File: config.mk
export PLATFORM = sky130hd
export DESIGN_NAME = btn_debounce
export DESIGN_NICKNAME = d
export VERILOG_FILES = /design/src/rtl/btn_db_defs.sv /design/src/rtl/btn_db_cell.sv /design/src/rtl/btn_debounce.sv
export SDC_FILE = /design/constraint.sdc
export NUM_CORES = 1
export LEC_CHECK = 0
export ABC_CLOCK_PERIOD_IN_PS = 5600
export BUFFER_PORTS_ARGS = -buffer_cell sky130_fd_sc_hd__buf_4
export CORE_MARGIN = 2
export CORE_UTILIZATION = 60
export CTS_CLUSTER_SIZE = 24
export DETAILED_ROUTE_END_ITERATION = 16
export PLACE_DENSITY = 0.77
export SLEW_MARGIN = 20
export SYNTH_ARGS = -nofsm -noshare
export SYNTH_HDL_FRONTEND = slang
export SYNTH_SLANG_ARGS = --single-unit
File: constraint.sdc
create_clock -name clk -period 5.6 [get_ports clk]
set_input_delay 0.28 -clock clk [delete_from_list [all_inputs] [get_ports clk]]
set_output_delay 0.28 -clock clk [all_outputs]
set_load 0.05 [all_outputs]
File: src/rtl/btn_db_defs.sv
// Shared definitions for the pushbutton debouncer: state encoding and default settle width.
// Latency: n/a (definitions only).
// Backpressure: n/a (definitions only).
//
// The state codes are fixed so that debug taps and waveforms read the same across builds.
package btn_db_defs;

    localparam logic [1:0] ZERO  = 2'b00;
    localparam logic [1:0] WAIT1 = 2'b01;
    localparam logic [1:0] ONE   = 2'b10;
    localparam logic [1:0] WAIT0 = 2'b11;

    // 2^20 cycles is about 10.5 ms at 100 MHz, which covers typical contact bounce.
    localparam int DEF_CNT_W = 20;

    typedef enum logic [1:0] {
        ST_ZERO  = ZERO,
        ST_WAIT1 = WAIT1,
        ST_ONE   = ONE,
        ST_WAIT0 = WAIT0
    } db_state_e;

endpackage

File: src/rtl/btn_db_cell.sv
// Single-bit debouncer: 2-FF synchronizer, settle FSM with down-counter, registered level/edge pulses.
// Latency: level and tick change 2^CNT_W+3 edges after the pin changes and stays changed.
// Backpressure: none; outputs are free-running levels and pulses.
//
// Ports:
//   clk      system clock, rising edge
//   reset    asynchronous active-low reset
//   btn      raw asynchronous pin
//   db_level debounced level
//   db_tick  one-cycle pulse on a debounced rising edge
//   db_fall  one-cycle pulse on a debounced falling edge (only with BTN_DB_FALL_TICK_EN)
module btn_db_cell
    import btn_db_defs::*;
#(
    parameter int CNT_W = DEF_CNT_W
) (
    input  logic clk,
    input  logic reset,
    input  logic btn,
    output logic db_level,
    output logic db_tick
`ifdef BTN_DB_FALL_TICK_EN
    ,
    output logic db_fall
`endif
);

    localparam logic [CNT_W-1:0] CNT_ONE = {{(CNT_W-1){1'b0}}, 1'b1};

    logic             sync_q1;
    logic             sync_q2;
    logic             s;
    db_state_e        state;
    db_state_e        state_nxt;
    logic [CNT_W-1:0] cnt;
    logic [CNT_W-1:0] cnt_nxt;
    logic             cnt_zero;

    // Two-flop synchronizer; everything downstream sees only s.
    always_ff @(posedge clk or negedge reset) begin
        if (!reset) begin
            sync_q1 <= 1'b0;
            sync_q2 <= 1'b0;
        end else begin
            sync_q1 <= btn;
            sync_q2 <= sync_q1;
        end
    end

    assign s        = sync_q2;
    assign cnt_zero = (cnt == '0);

    always_ff @(posedge clk or negedge reset) begin
        if (!reset) begin
            state <= ST_ZERO;
            cnt   <= '0;
        end else begin
            state <= state_nxt;
            cnt   <= cnt_nxt;
        end
    end

    // The counter only decrements while nonzero, so it never wraps; each new
    // attempt reloads it to all-ones and therefore restarts the full window.
    always_comb begin
        state_nxt = state;
        cnt_nxt   = cnt;
        case (state)
            ST_ZERO: begin
                if (s) begin
                    state_nxt = ST_WAIT1;
                    cnt_nxt   = '1;
                end
            end
            ST_WAIT1: begin
                if (!s) begin
                    state_nxt = ST_ZERO;
                end else if (!cnt_zero) begin
                    cnt_nxt = cnt - CNT_ONE;
                end else begin
                    state_nxt = ST_ONE;
                end
            end
            ST_ONE: begin
                if (!s) begin
                    state_nxt = ST_WAIT0;
                    cnt_nxt   = '1;
                end
            end
            ST_WAIT0: begin
                if (s) begin
                    state_nxt = ST_ONE;
                end else if (!cnt_zero) begin
                    cnt_nxt = cnt - CNT_ONE;
                end else begin
                    state_nxt = ST_ZERO;
                end
            end
            default: begin
                state_nxt = ST_ZERO;
                cnt_nxt   = '0;
            end
        endcase
    end

    // Outputs are registered from the next state so they line up with the
    // state register: level is high in the same cycle the state is ONE/WAIT0.
    always_ff @(posedge clk or negedge reset) begin
        if (!reset) begin
            db_level <= 1'b0;
            db_tick  <= 1'b0;
        end else begin
            db_level <= (state_nxt == ST_ONE) || (state_nxt == ST_WAIT0);
            db_tick  <= (state == ST_WAIT1) && (state_nxt == ST_ONE);
        end
    end

`ifdef BTN_DB_FALL_TICK_EN
    always_ff @(posedge clk or negedge reset) begin
        if (!reset) begin
            db_fall <= 1'b0;
        end else begin
            db_fall <= (state == ST_WAIT0) && (state_nxt == ST_ZERO);
        end
    end
`endif

endmodule

File: src/rtl/btn_debounce.sv
// Multi-button debouncer: N independent cells producing clean levels and press pulses.
// Latency: 2^CNT_W+3 edges from a stable pin change to the level/pulse output.
// Backpressure: none; outputs are free-running levels and pulses.
//
// Ports:
//   clk      system clock, rising edge
//   reset    asynchronous active-low reset
//   btn      raw asynchronous button pins, active-high
//   db_level debounced levels
//   db_tick  one-cycle pulses on debounced rising edges
//   db_fall  one-cycle pulses on debounced falling edges (only with BTN_DB_FALL_TICK_EN)
// Optional feature macro: BTN_DB_FALL_TICK_EN adds the db_fall port and its logic.
module btn_debounce
    import btn_db_defs::*;
#(
    parameter int N     = 2,
    parameter int CNT_W = DEF_CNT_W
) (
    input  logic         clk,
    input  logic         reset,
    input  logic [N-1:0] btn,
    output logic [N-1:0] db_level,
    output logic [N-1:0] db_tick
`ifdef BTN_DB_FALL_TICK_EN
    ,
    output logic [N-1:0] db_fall
`endif
);

    for (genvar i = 0; i < N; i++) begin : g_cell
        btn_db_cell #(
            .CNT_W (CNT_W)
        ) u_cell (
            .clk      (clk),
            .reset    (reset),
            .btn      (btn[i]),
            .db_level (db_level[i]),
            .db_tick  (db_tick[i])
`ifdef BTN_DB_FALL_TICK_EN
            ,
            .db_fall  (db_fall[i])
`endif
        );
    end

endmodule

# [Word-level counts from Yosys, hierarchy flattened]
# Cells that the tools add are included.
[word_totals] latchBits=0 mem_bits_ro=0 input_bits=4 register_bits=52 out_inout_bits=4 mem_bits_rw=0 memories=0
[classes] n_reduce_logical=10 n_mul=0 bitwise_logic=0 n_eq_ne=18 n_lt_le_gt_ge=0 n_addsub=2 muxes=26 n_div=0 shift=0
[ops] op="20-bit two-way mux" count=10
[ops] op="20-bit one-hot mux with 4 select lines" count=2
[ops] op="20-bit logical NOT" count=2
[ops] op="20-bit by 1-bit subtractor with 20-bit output, second input constant" count=2
[ops] op="2-bit two-way mux" count=12
[ops] op="2-bit equality test, second input constant" count=8
[ops] op="2-bit one-hot mux with 4 select lines" count=2
[ops] op="2-bit by 1-bit != test with 1-bit output, second input constant" count=4
[ops] op="2-bit != test, second input constant" count=4
[ops] op="4-bit AND reduction" count=2
[ops] op="2-bit by 1-bit equality test with 1-bit output, second input constant" count=2
[ops] op="2-bit logical NOT" count=2
[ops] op="1-bit logical AND" count=2
[ops] op="1-bit logical OR" count=2

# [Longest topological paths before layout]
# Gate-level depths: netlist of run 1.
[depth] depth_word=6 depth_mapped=8

# [Modules after synthesis]
# From an unflattened synthesis of run 1, not the netlist that was laid out.
[hier_totals] cells_unflattened=298 area_unflattened_um2=2864.0
[modules_own_cells] module="btn_db_cell (g_cell[0].u_cell)" instances=1 cells_per_inst=163 seq_area_each_um2=650.6 area_per_inst_um2=1519.0
[modules_own_cells] module="btn_db_cell (g_cell[1].u_cell)" instances=1 cells_per_inst=135 seq_area_each_um2=625.6 area_per_inst_um2=1345.0

# [Worst setup path before layout of run 1]
# OpenSTA, ideal clock, no wires.
[synth_timing] path_type="flip-flop to flip-flop" from="register g_cell[0].u_cell.cnt[0]" to="register g_cell[0].u_cell.cnt[0]" setup_ns=0.125 slack_ns=3.605 required_ns=5.475 period_less_slack_ns=1.995 n_path_buf=0 t_arrival_ns=1.870 path_stages_with_launch=8 path_cell_list="dfrtp_1 inv_1 ha_1 nor3b_2 nand4_1 o21ai_4 inv_4 mux2_4"
[synth_via] elab_chain_cells=4 word_cells_on_any_way=6 cone_classes="1 x add/sub; 4 x mux; 1 x reduce/logical"
[synth_lines] element="from (decl)" line="btn_db_cell.sv:35" rtl="logic [CNT_W-1:0] cnt;"
[synth_lines] element="from (signal assigned)" line="btn_db_cell.sv:59" rtl="cnt <= cnt_nxt;"
[synth_lines] element="20-bit by 1-bit subtractor with 20-bit output or 20-bit logical NOT (tied branches)" line="btn_db_cell.sv:79, btn_db_cell.sv:94, btn_db_cell.sv:51"
[synth_lines] element="20-bit two-way mux (*)" line="btn_db_cell.sv:78, btn_db_cell.sv:93"
[synth_lines] element="20-bit two-way mux (on tied branches)" line="btn_db_cell.sv:91, btn_db_cell.sv:76"
[synth_lines] element="20-bit one-hot mux with 4 select lines (*)" line="btn_db_cell.sv:68" rtl="case (state)"
# Every way passes the cells marked *; elsewhere a longest branch is shown, timed or not. The select of a mux whose other input is x is not followed.
# A chain may end at the register's enable or synchronous reset.

# [Final worst setup path of run 1]
[layout_timing] from="register g_cell[0].u_cell.cnt[0]" to="register g_cell[0].u_cell.cnt[1]"
# Same word-level chain as after synthesis.

==> run metrics, run 1 <==
crit path from=g_cell[0].u_cell.cnt[0]; Slew @ Worst Pin=0.862 ns; hold_ws=-0.00592 ns; first-pass GRT wire length=9.82 mm; Worst-Skew Late Latency=0.31 ns; Critical Path Fanout Max=17; slowest CP cell=nor3b_2; area of the mapped netlist=0.00297 mm2; largest net degree at the start of global routing=53; critical path's top delay family=simple AND/OR/NAND/NOR gates; vias per inst=6.13; DR vias=2231; area grow syn2layout=6.53%; PortBufs=7; I/O pin total=8; Hold Fails Final Rpt=30; fin crit share=0.427; CTS sink cnt=52; final WL=5.84 mm; HP Class=in2async; Critical path buffers and inverters=2; number of synthesized flops with an enable pin=0; Routed Antenna Nets=0; unrepaired setup endpoints after global routing=no; max-cap viol count=0; Die X=74.4 um; Core Area=0.00475 mm2; CTS Buf Count=5; CTS Root Cell=clkbuf_8; hold-fix buffers at CTS=0; Power Dens Cells=278 mW/mm2; f_max=418 MHz; Syn Inst Count=295; Synth cell types=63; VDD IR max=0.216 mV; layout cells sized above 1=0.135; Async S/R FF share, synth=1.00; Setup CP Type=reg2reg; sequential share of the synthesized area=0.438; startpoint types=flip-flop; commonest cells after routing, fill and taps aside=52 x dfrtp_1, 25 x nor2_1, 21 x nand2_1, 17 x mux2i_1, 14 x nand3_1; Total Nets Final=302; synth warn=0; #FFs+latches synth=52; total track usage=0.230; CP arrival=2.58 ns; P_leak=1.20 nW; Final Skew=0.0120 ns; Clock Path Buffers=2; CTS tree=done; post-DP HPWL=3.85 mm; number of global-route vias before repair=2164; Layout Cells excl Fill=364; post-CTS sizing=0; final setup TNS=0 ns; drt wl/cell=16.0 um; Crit. End Element=flip-flop; CP Cell Sequence=inv_1 > ha_1 > nor3b_2 > nand4_1 > o21ai_4 > inv_4 > mux2_4; # fillers=386; dpl cells=356; die area=0.00553 mm2; drt pass-1 iters=4; slowest stage delay, CP=0.52 ns; Rows=25; # setup viols final=0; number of diodes=0; status=finished, violations left; H-tree levels=2; failing checks=negative hold slack; Tmin final=2.39 ns; slew margin rel.=0.425; Worst-path clk slew=0.10 ns; worst reg2reg path startpoint=g_cell[0].u_cell.cnt[0]; Vert. Die Dim=74.4 um; gr ovfl total=0; drt drc=0; Final Slew Violations=0; Initial Util=0.625; commonest non-fill, non-tap cell in the layout=dfrtp_1; initial antenna violation count=0; GPL Wtd Cong=0.885; # Post-CTS Setup Buffers=0; DRT iter0 DRCs=140; synthesized area per cell=10.1 um2; WP data required=5.79 ns; Synth Net Count=301; ys flop type=dfrtp_1
[power by group]
group | switching (mW) | internal (mW) | leakage, nW
clock | 0.126 | 0.146 | 0.0614
combinational | 0.0535 | 0.0646 | 0.605
sequential | 0.0718 | 0.417 | 0.536
total | 0.252 | 0.628 | 1.20
[layout make-up]
class | count | area (um2) | area share
clock buffer | 6 | 82.6 | 0.0261
clock inverter | 2 | 38.8 | 0.0123
inverter | 12 | 47.5 | 0.0150
multi-input combinational | 217 | 1550 | 0.490
sequential | 52 | 1300 | 0.411
tap | 67 | 83.8 | 0.0265
timing repair buffer | 8 | 60.1 | 0.0190
[path summary, 6_finish.rpt]
| kind | to | slack, ns | cells after the start |
|---|---|---|---|
| worst max-delay path | g_cell[0].u_cell.cnt[1] | 3.21 | 7 |
| worst min-delay path | g_cell[1].u_cell.cnt[12] | -0.006 | 1 |
| worst max register to register | g_cell[0].u_cell.cnt[1] | 3.21 | 7 |
| worst min register to register | g_cell[1].u_cell.s | 0.35 | 0 |
| max in group asynchronous | g_cell[0].u_cell.cnt[5] | 5.18 | 1 |
| min in group clk | g_cell[1].u_cell.sync_q1 | 0.08 | 1 |
[flip-flops by register name, indices dropped and copies added (netlist names)]
| register | cells |
|---|---|
| g_cell.u_cell.cnt | 40 |
| g_cell.u_cell.db_level | 2 |
| g_cell.u_cell.db_tick | 2 |
| g_cell.u_cell.s | 2 |
| g_cell.u_cell.state | 4 |
| g_cell.u_cell.sync_q1 | 2 |
[metal layers]
layer | global-route usage | share of wire | vias up
li1 | - | - | 1108
met1 | 0.275 | 0.44 | 1068
met2 | 0.407 | 0.51 | 51
met3 | 0.0393 | 0.038 | 4
met4 | 0.0992 | 0.0077 | 0
met5 | 0 | 0 | -
[through the flow]
step	area (um2)	utilization	total power, mW	setup slack [ns]	hold slack (ns)
3_5_place_dp	3040	0.639	0.614	3.28	0.346
2_1_floorplan	2970	-	0.575	3.60	-0.0156
3_3_place_gp	3040	0.639	0.608	3.33	0.335
6_report	3170	0.666	0.880	3.21	-0.00592
5_1_grt	3170	0.666	0.924	3.10	0.0393
4_1_cts	3160	0.664	0.886	3.26	0.00672
[cell usage after synthesis (3+ instances only)]
cell,count,area (um2)
and4_1,4,35.0
o211a_1,3,30.0
nand2_1,21,78.8
nor4_2,3,37.5
nor2_1,25,93.8
nand3_1,14,70.1
and2_1,10,62.6
dfrtp_1,52,1300
a211oi_1,5,37.5
o21a_1,3,22.5
nand4_1,12,75.1
a2bb2oi_1,12,105
buf_2,3,15.0
nor3_1,8,40.0
o21ai_1,3,15.0
nor4_1,4,25.0
a2111oi_0,5,43.8
mux2_1,6,67.6
inv_1,10,37.5
clkbuf_1,5,18.8
buf_4,4,30.0
a21oi_1,5,25.0
o21ai_0,6,30.0
nor2b_1,3,18.8
mux2i_1,17,170
[worst register-to-register path, stage by stage, from the launching register on]
cell	delay (ns)
dfrtp_1	0.46
inv_1	0.09
ha_1	0.18
nor3b_2	0.52
nand4_1	0.29
o21ai_4	0.29
inv_4	0.14
mux2_4	0.32
[cells by family (layout without fill, tap and decap cells)]
logic type	after synthesis	count (layout)	share of synthesized area
mux	26	26	0.0939
xor+xnor	3	3	0.00884
simple gates	130	130	0.260
compound gates	56	56	0.149
fa+ha+maj	2	2	0.00842
buf+inv	26	28	0.0425
flops	52	52	0.438
Note: power is estimated with default switching activity, not from simulation.
==> inputs of run 2 (changes only) <==
- ABC_CLOCK_PERIOD_IN_PS: 5600 -> 2200
- clock period: 5.6 -> 2.2 ns (I/O delays scaled with it)
==> run 2 against run 1 <==
Net effect: the run now ends clean; power grew to 2.6 times the previous value; core utilization is 2.9 points higher; sequential share of layout area is 1.7 points lower.
==> run metrics, run 2 (same netlist as run 1, synthesis figures left out) <==
status=completed; VDD IR max=0.465 mV; Worst-path clk slew=0.09 ns; drt pass-1 iters=4; total power=2.25 mW; vias per inst=6.03; slowest stage delay, CP=0.45 ns; final setup TNS=0 ns; Vert. Die Dim=74.4 um; PortBufs=7; hold_ws=0.348 ns; HP Class=reg2reg; CTS sink cnt=52; CP arrival=2.25 ns; CTS Root Cell=clkbuf_8; net load switching power=0.639 mW; Die X=74.4 um; die area=0.00553 mm2; Final Slew Violations=0; initial antenna violation count=0; largest net degree at the start of global routing=53; gr ovfl total=0; drt drc=0; WP data required=2.40 ns; sw frac=0.283; slowest CP cell=dfrtp_1; Clock power frac=0.306; GPL Wtd Cong=0.860; Core Area=0.00475 mm2; # setup viols final=0; Gate power share=0.149; Rows=25; Slew @ Worst Pin=0.649 ns; slew margin rel.=0.567; commonest non-fill, non-tap cell in the layout=dfrtp_1; Internal=1.61 mW; Worst-Skew Late Latency=0.31 ns; layout cells sized above 1=0.171; f_max=488 MHz; Initial Util=0.625; DR vias=2304; DRT iter0 DRCs=135; # Post-CTS Setup Buffers=0; Detail Route met2 WL=3.04 mm; met1 WL=2.58 mm; final WL=5.83 mm; Critical path buffers and inverters=2; number of diodes=0; Routed Antenna Nets=0; number of global-route vias before repair=2181; fin crit share=0.931; CTS tree=done; Power Dens Cells=683 mW/mm2; max reg flops=40; Tmin final=2.05 ns; drt wl/cell=15.3 um; commonest cells after routing, fill and taps aside=52 x dfrtp_1, 25 x nor2_1, 23 x buf_4, 21 x nand2_1, 17 x mux2i_1; Regs by FF count=g_cell.u_cell.cnt: 40 flops, g_cell.u_cell.state: 4 flops; Crit. End Element=flip-flop; post-DP HPWL=4.00 mm; CTS Buf Count=5; Clock Path Buffers=2; max-cap viol count=0; P_leak=1.29 nW; Critical Path Fanout Max=17; startpoint types=flip-flop; Total Nets Final=320; total track usage=0.233; CP Cell Sequence=inv_1 > ha_1 > nor3b_2 > nand4_1 > o21ai_4 > inv_4 > mux2_4; H-tree levels=2; unrepaired setup endpoints after global routing=no; critical path's top delay family=simple AND/OR/NAND/NOR gates; Setup CP Type=reg2reg; Final Skew=0.00795 ns; I/O pin total=8; area grow syn2layout=11.1%; Sequential Power Share=0.545; Hold Fails Final Rpt=0; met3 routed WL=134 um; register with the highest flop count=g_cell.u_cell.cnt; top sig layer=met4; first-pass GRT wire length=9.86 mm
==> run 2: cell types whose count changed in the layout (fill, tap and decap cells not counted), sizes merged <==
cell         previous run  this run
buf                     8        23
dlygate4sd3             0         3
==> run 2: repair_timing <==
action                                 CTS  global route
hold buffers                             3             0
gates resized for setup                  0             1
endpoints found under the hold margin   54             0
setup endpoints to repair                0             1
==> run 2: layer usage <==
metal,track usage,up-vias
li1,-,1141
met1,0.284,1132
met4,0.0813,0
met3,0.0407,6
met2,0.416,25
met5,0,-
==> run 2: final timing paths <==
check | start | endpoint | slack [ns] | depth (start not counted)
worst max-delay path | g_cell[0].u_cell.cnt[1] | g_cell[0].u_cell.cnt[1] | 0.15 | 7
worst min-delay path | g_cell[1].u_cell.sync_q1 | g_cell[1].u_cell.s | 0.35 | 0
worst max register to register | g_cell[0].u_cell.cnt[1] | g_cell[0].u_cell.cnt[1] | 0.15 | 7
worst min register to register | g_cell[1].u_cell.sync_q1 | g_cell[1].u_cell.s | 0.35 | 0
max in group asynchronous | reset | g_cell[0].u_cell.cnt[13] | 1.39 | 2
min in group asynchronous | reset | g_cell[1].u_cell.cnt[14] | 0.37 | 2
==> run 2: layout make-up <==
cell class | count | area [um2]
Clock buffer | 6 | 82.6
Clock inverter | 2 | 38.8
Fill cell | 378 | 1450
Inverter | 12 | 47.5
Multi-Input combinational cell | 217 | 1550
Sequential cell | 52 | 1300
Tap cell | 67 | 83.8
Timing Repair Buffer | 26 | 203
==> run 2: power by group through the flow <==
stage / Clock, mW / Sequential, mW / Combinational, mW
after floorplan: 0 / 1.21 / 0.253
after global placement: 0 / 1.24 / 0.327
after detailed placement: 0 / 1.24 / 0.337
after CTS: 0.710 / 1.23 / 0.341
after global routing: 0.745 / 1.25 / 0.381
final: 0.689 / 1.23 / 0.337
==> run 2: metrics by stage <==
| stage | setup slack [ns] | cell area (um2) | util | std cells |
|---|---|---|---|---|
| detailed placement | 0.114 | 3150 | 0.662 | 371 |
| global placement | 0.215 | 3150 | 0.662 | 371 |
| finish | 0.152 | 3300 | 0.694 | 382 |
| global route | 0.0274 | 3300 | 0.694 | 382 |
| CTS | 0.0897 | 3300 | 0.694 | 382 |
| floorplan | 0.205 | 2970 | - | 295 |
==> inputs of run 3 (changes only) <==
- SYNTH_HIERARCHICAL: default -> 1
==> run 3 against run 2 <==
Net effect: non-clock buffer count increased by 14; cell area is 0.80% higher; hold slack improved by 0.011 ns; wire length is 14% higher; sequential power fell by 14%; critical path type unchanged; critical endpoint is now g_cell[0].u_cell/cnt[1]; largest cell class unchanged; largest power group unchanged; highest routed layer unchanged.
==> run metrics, run 3 <==
sw frac=0.275; area of the mapped netlist=0.00286 mm2; gr ovfl total=0; Regs by FF count=g_cell.u_cell/cnt: 40 flops, g_cell.u_cell/state: 3 flops; Final Slew Violations=0; area grow syn2layout=16.2%; fin crit share=0.989; layout cells sized above 1=0.214; area share of the largest cell type after synthesis=0.446; number of synthesized flops with an enable pin=0; P_leak=1.29 nW; post-DP HPWL=4.46 mm; Syn Inst Count=298; reg2reg path depth=5; register with the highest flop count=g_cell.u_cell/cnt; Core Area=0.00466 mm2; Final Skew=0.00860 ns; CTS Buf Count=5; top-count cell post-synth=dfrtp_1; CTS tree=done; Synth area leaders=dfrtp_1 45%, nor3_1 3.8%, nand2_1 3.8%; WP data required=2.40 ns; commonest non-fill, non-tap cell in the layout=dfrtp_1; drt pass-1 iters=5; startpoint types=flip-flop; # setup viols final=0; Layout Cells excl Fill=386; I/O pin total=8; number of global-route vias before repair=2301; #FFs+latches synth=51; synth warn=6; CP arrival=2.37 ns; Yosys top cell by area=dfrtp_1; dpl cells=374; Internal=1.35 mW; HP Class=in2async; Die X=73.1 um; Slew @ Worst Pin=0.638 ns; commonest cells after routing, fill and taps aside=51 x dfrtp_1, 36 x buf_4, 29 x nand2_1, 21 x nor3_1, 17 x inv_1; status=completed; Total Nets Final=339; largest net degree at the start of global routing=52; total track usage=0.268; PortBufs=7; Synth cell types=60; GPL Wtd Cong=0.864; f_max=460 MHz; Critical Path Fanout Max=6; Routed Antenna Nets=0; final WL=6.65 mm; unrepaired setup endpoints after global routing=yes; DR vias=2472; max reg flops=40; first-pass GRT wire length=11.1 mm; synthesized area per cell=9.61 um2; net load switching power=0.512 mW; Vert. Die Dim=73.1 um; Worst-Skew Late Latency=0.30 ns; Gate power share=0.125; Initial Util=0.614; initial antenna violation count=0; Worst-path clk slew=0.10 ns; Synth Net Count=306; Power Dens Cells=559 mW/mm2; Setup CP Type=reg2reg; Clock Path Buffers=2; CTS sink cnt=51; slew margin rel.=0.574; drt drc=0; DRT iter0 DRCs=334; drt wl/cell=17.2 um; sequential share of the synthesized area=0.446; Clock power frac=0.308; Post-Route Utilization=0.714; number of diodes=0; ys flop type=dfrtp_1; vias per inst=6.40; die area=0.00534 mm2; Sequential Power Share=0.567; max-cap viol count=0; VDD IR max=0.330 mV; Rows=25; Crit. End Element=flip-flop; CTS Root Cell=clkbuf_8; Async S/R FF share, synth=1.00; H-tree levels=2; total power=1.86 mW; synth cell count leaders=51 x dfrtp_1, 29 x nand2_1, 22 x nor3_1, 17 x inv_1, 13 x a21oi_1; Tmin final=2.18 ns; Hold Fails Final Rpt=0
[run 3: kinds of logic (layout without fill, tap and decap cells)]
kind of cell	count (synthesis)	count (layout)	synth area share
AO/OA/AOI/OAI	75	75	0.197
AND/OR/NAND/NOR	125	125	0.254
XOR/XNOR	6	6	0.0183
multiplexers	5	5	0.0197
adder cells (fa/ha/maj)	4	4	0.0175
buffers and inverters	32	66	0.0485
flip-flops	51	51	0.446
[run 3: what timing repair did]
action                     in CTS  in global routing
resized for setup               0                 10
setup endpoints to repair       2                 17
setup buffers                   0                  1
hold endpoints to repair       53                  0
hold buffers                    3                  0
pin swaps                       1                  3
[run 3: power by group through the flow]
stage	Sequential [mW]	Combinational, mW	Clock, mW
5_1_grt	1.07	0.260	0.619
2_1_floorplan	1.06	0.141	0
3_5_place_dp	1.07	0.223	0
3_3_place_gp	1.06	0.217	0
4_1_cts	1.05	0.229	0.593
6_report	1.06	0.233	0.572
[run 3: metal layers]
layer | vias to the layer above | wire length (um) | track usage
li1 | 1195 | - | -
met1 | 1173 | 3130 | 0.425
met2 | 95 | 3010 | 0.381
met3 | 9 | 410 | 0.0387
met4 | 0 | 99 | 0.0679
met5 | - | 0 | 0
[run 3: final timing paths]
check                                         start                        to  slack, ns
min reg2reg                g_cell[0].u_cell/sync_q1        g_cell[0].u_cell/s       0.36
min                                           reset  g_cell[1].u_cell/db_tick       0.36
max reg2reg                g_cell[0].u_cell/cnt[13]   g_cell[0].u_cell/cnt[1]       0.02
max in group asynchronous                     reset   g_cell[0].u_cell/cnt[9]       1.40
max                        g_cell[0].u_cell/cnt[13]   g_cell[0].u_cell/cnt[1]       0.02
min in group clk           g_cell[0].u_cell/sync_q1        g_cell[0].u_cell/s       0.36
[run 3: worst max-delay path, cell delays in order, from the launching register on]
cell and delay, ns:
dfrtp_1 0.39, or4_4 0.54, or4_4 0.59, o21ai_4 0.18, inv_4 0.08, mux2_4 0.29
[run 3: final cells by class]
class	instances	area [um2]
Timing Repair Buffer	40	320
Fill cell	355	1330
Multi-Input combinational cell	215	1500
Clock inverter	2	16.3
Clock buffer	6	82.6
Inverter	18	70.1
Tap cell	54	67.6
Sequential cell	51	1280
[run 3: through the flow]
step	setup slack [ns]	TNS (ns)	hold slack [ns]	area (um2)
floorplan	-0.123	-0.647	-0.186	2870
global placement	0.0302	0	0.175	3140
detailed placement	-0.0000673	-0.0000673	0.184	3140
CTS	0.00688	0	0.361	3270
global route	-0.0179	-0.0262	0.365	3330
finish	0.0245	0	0.359	3330
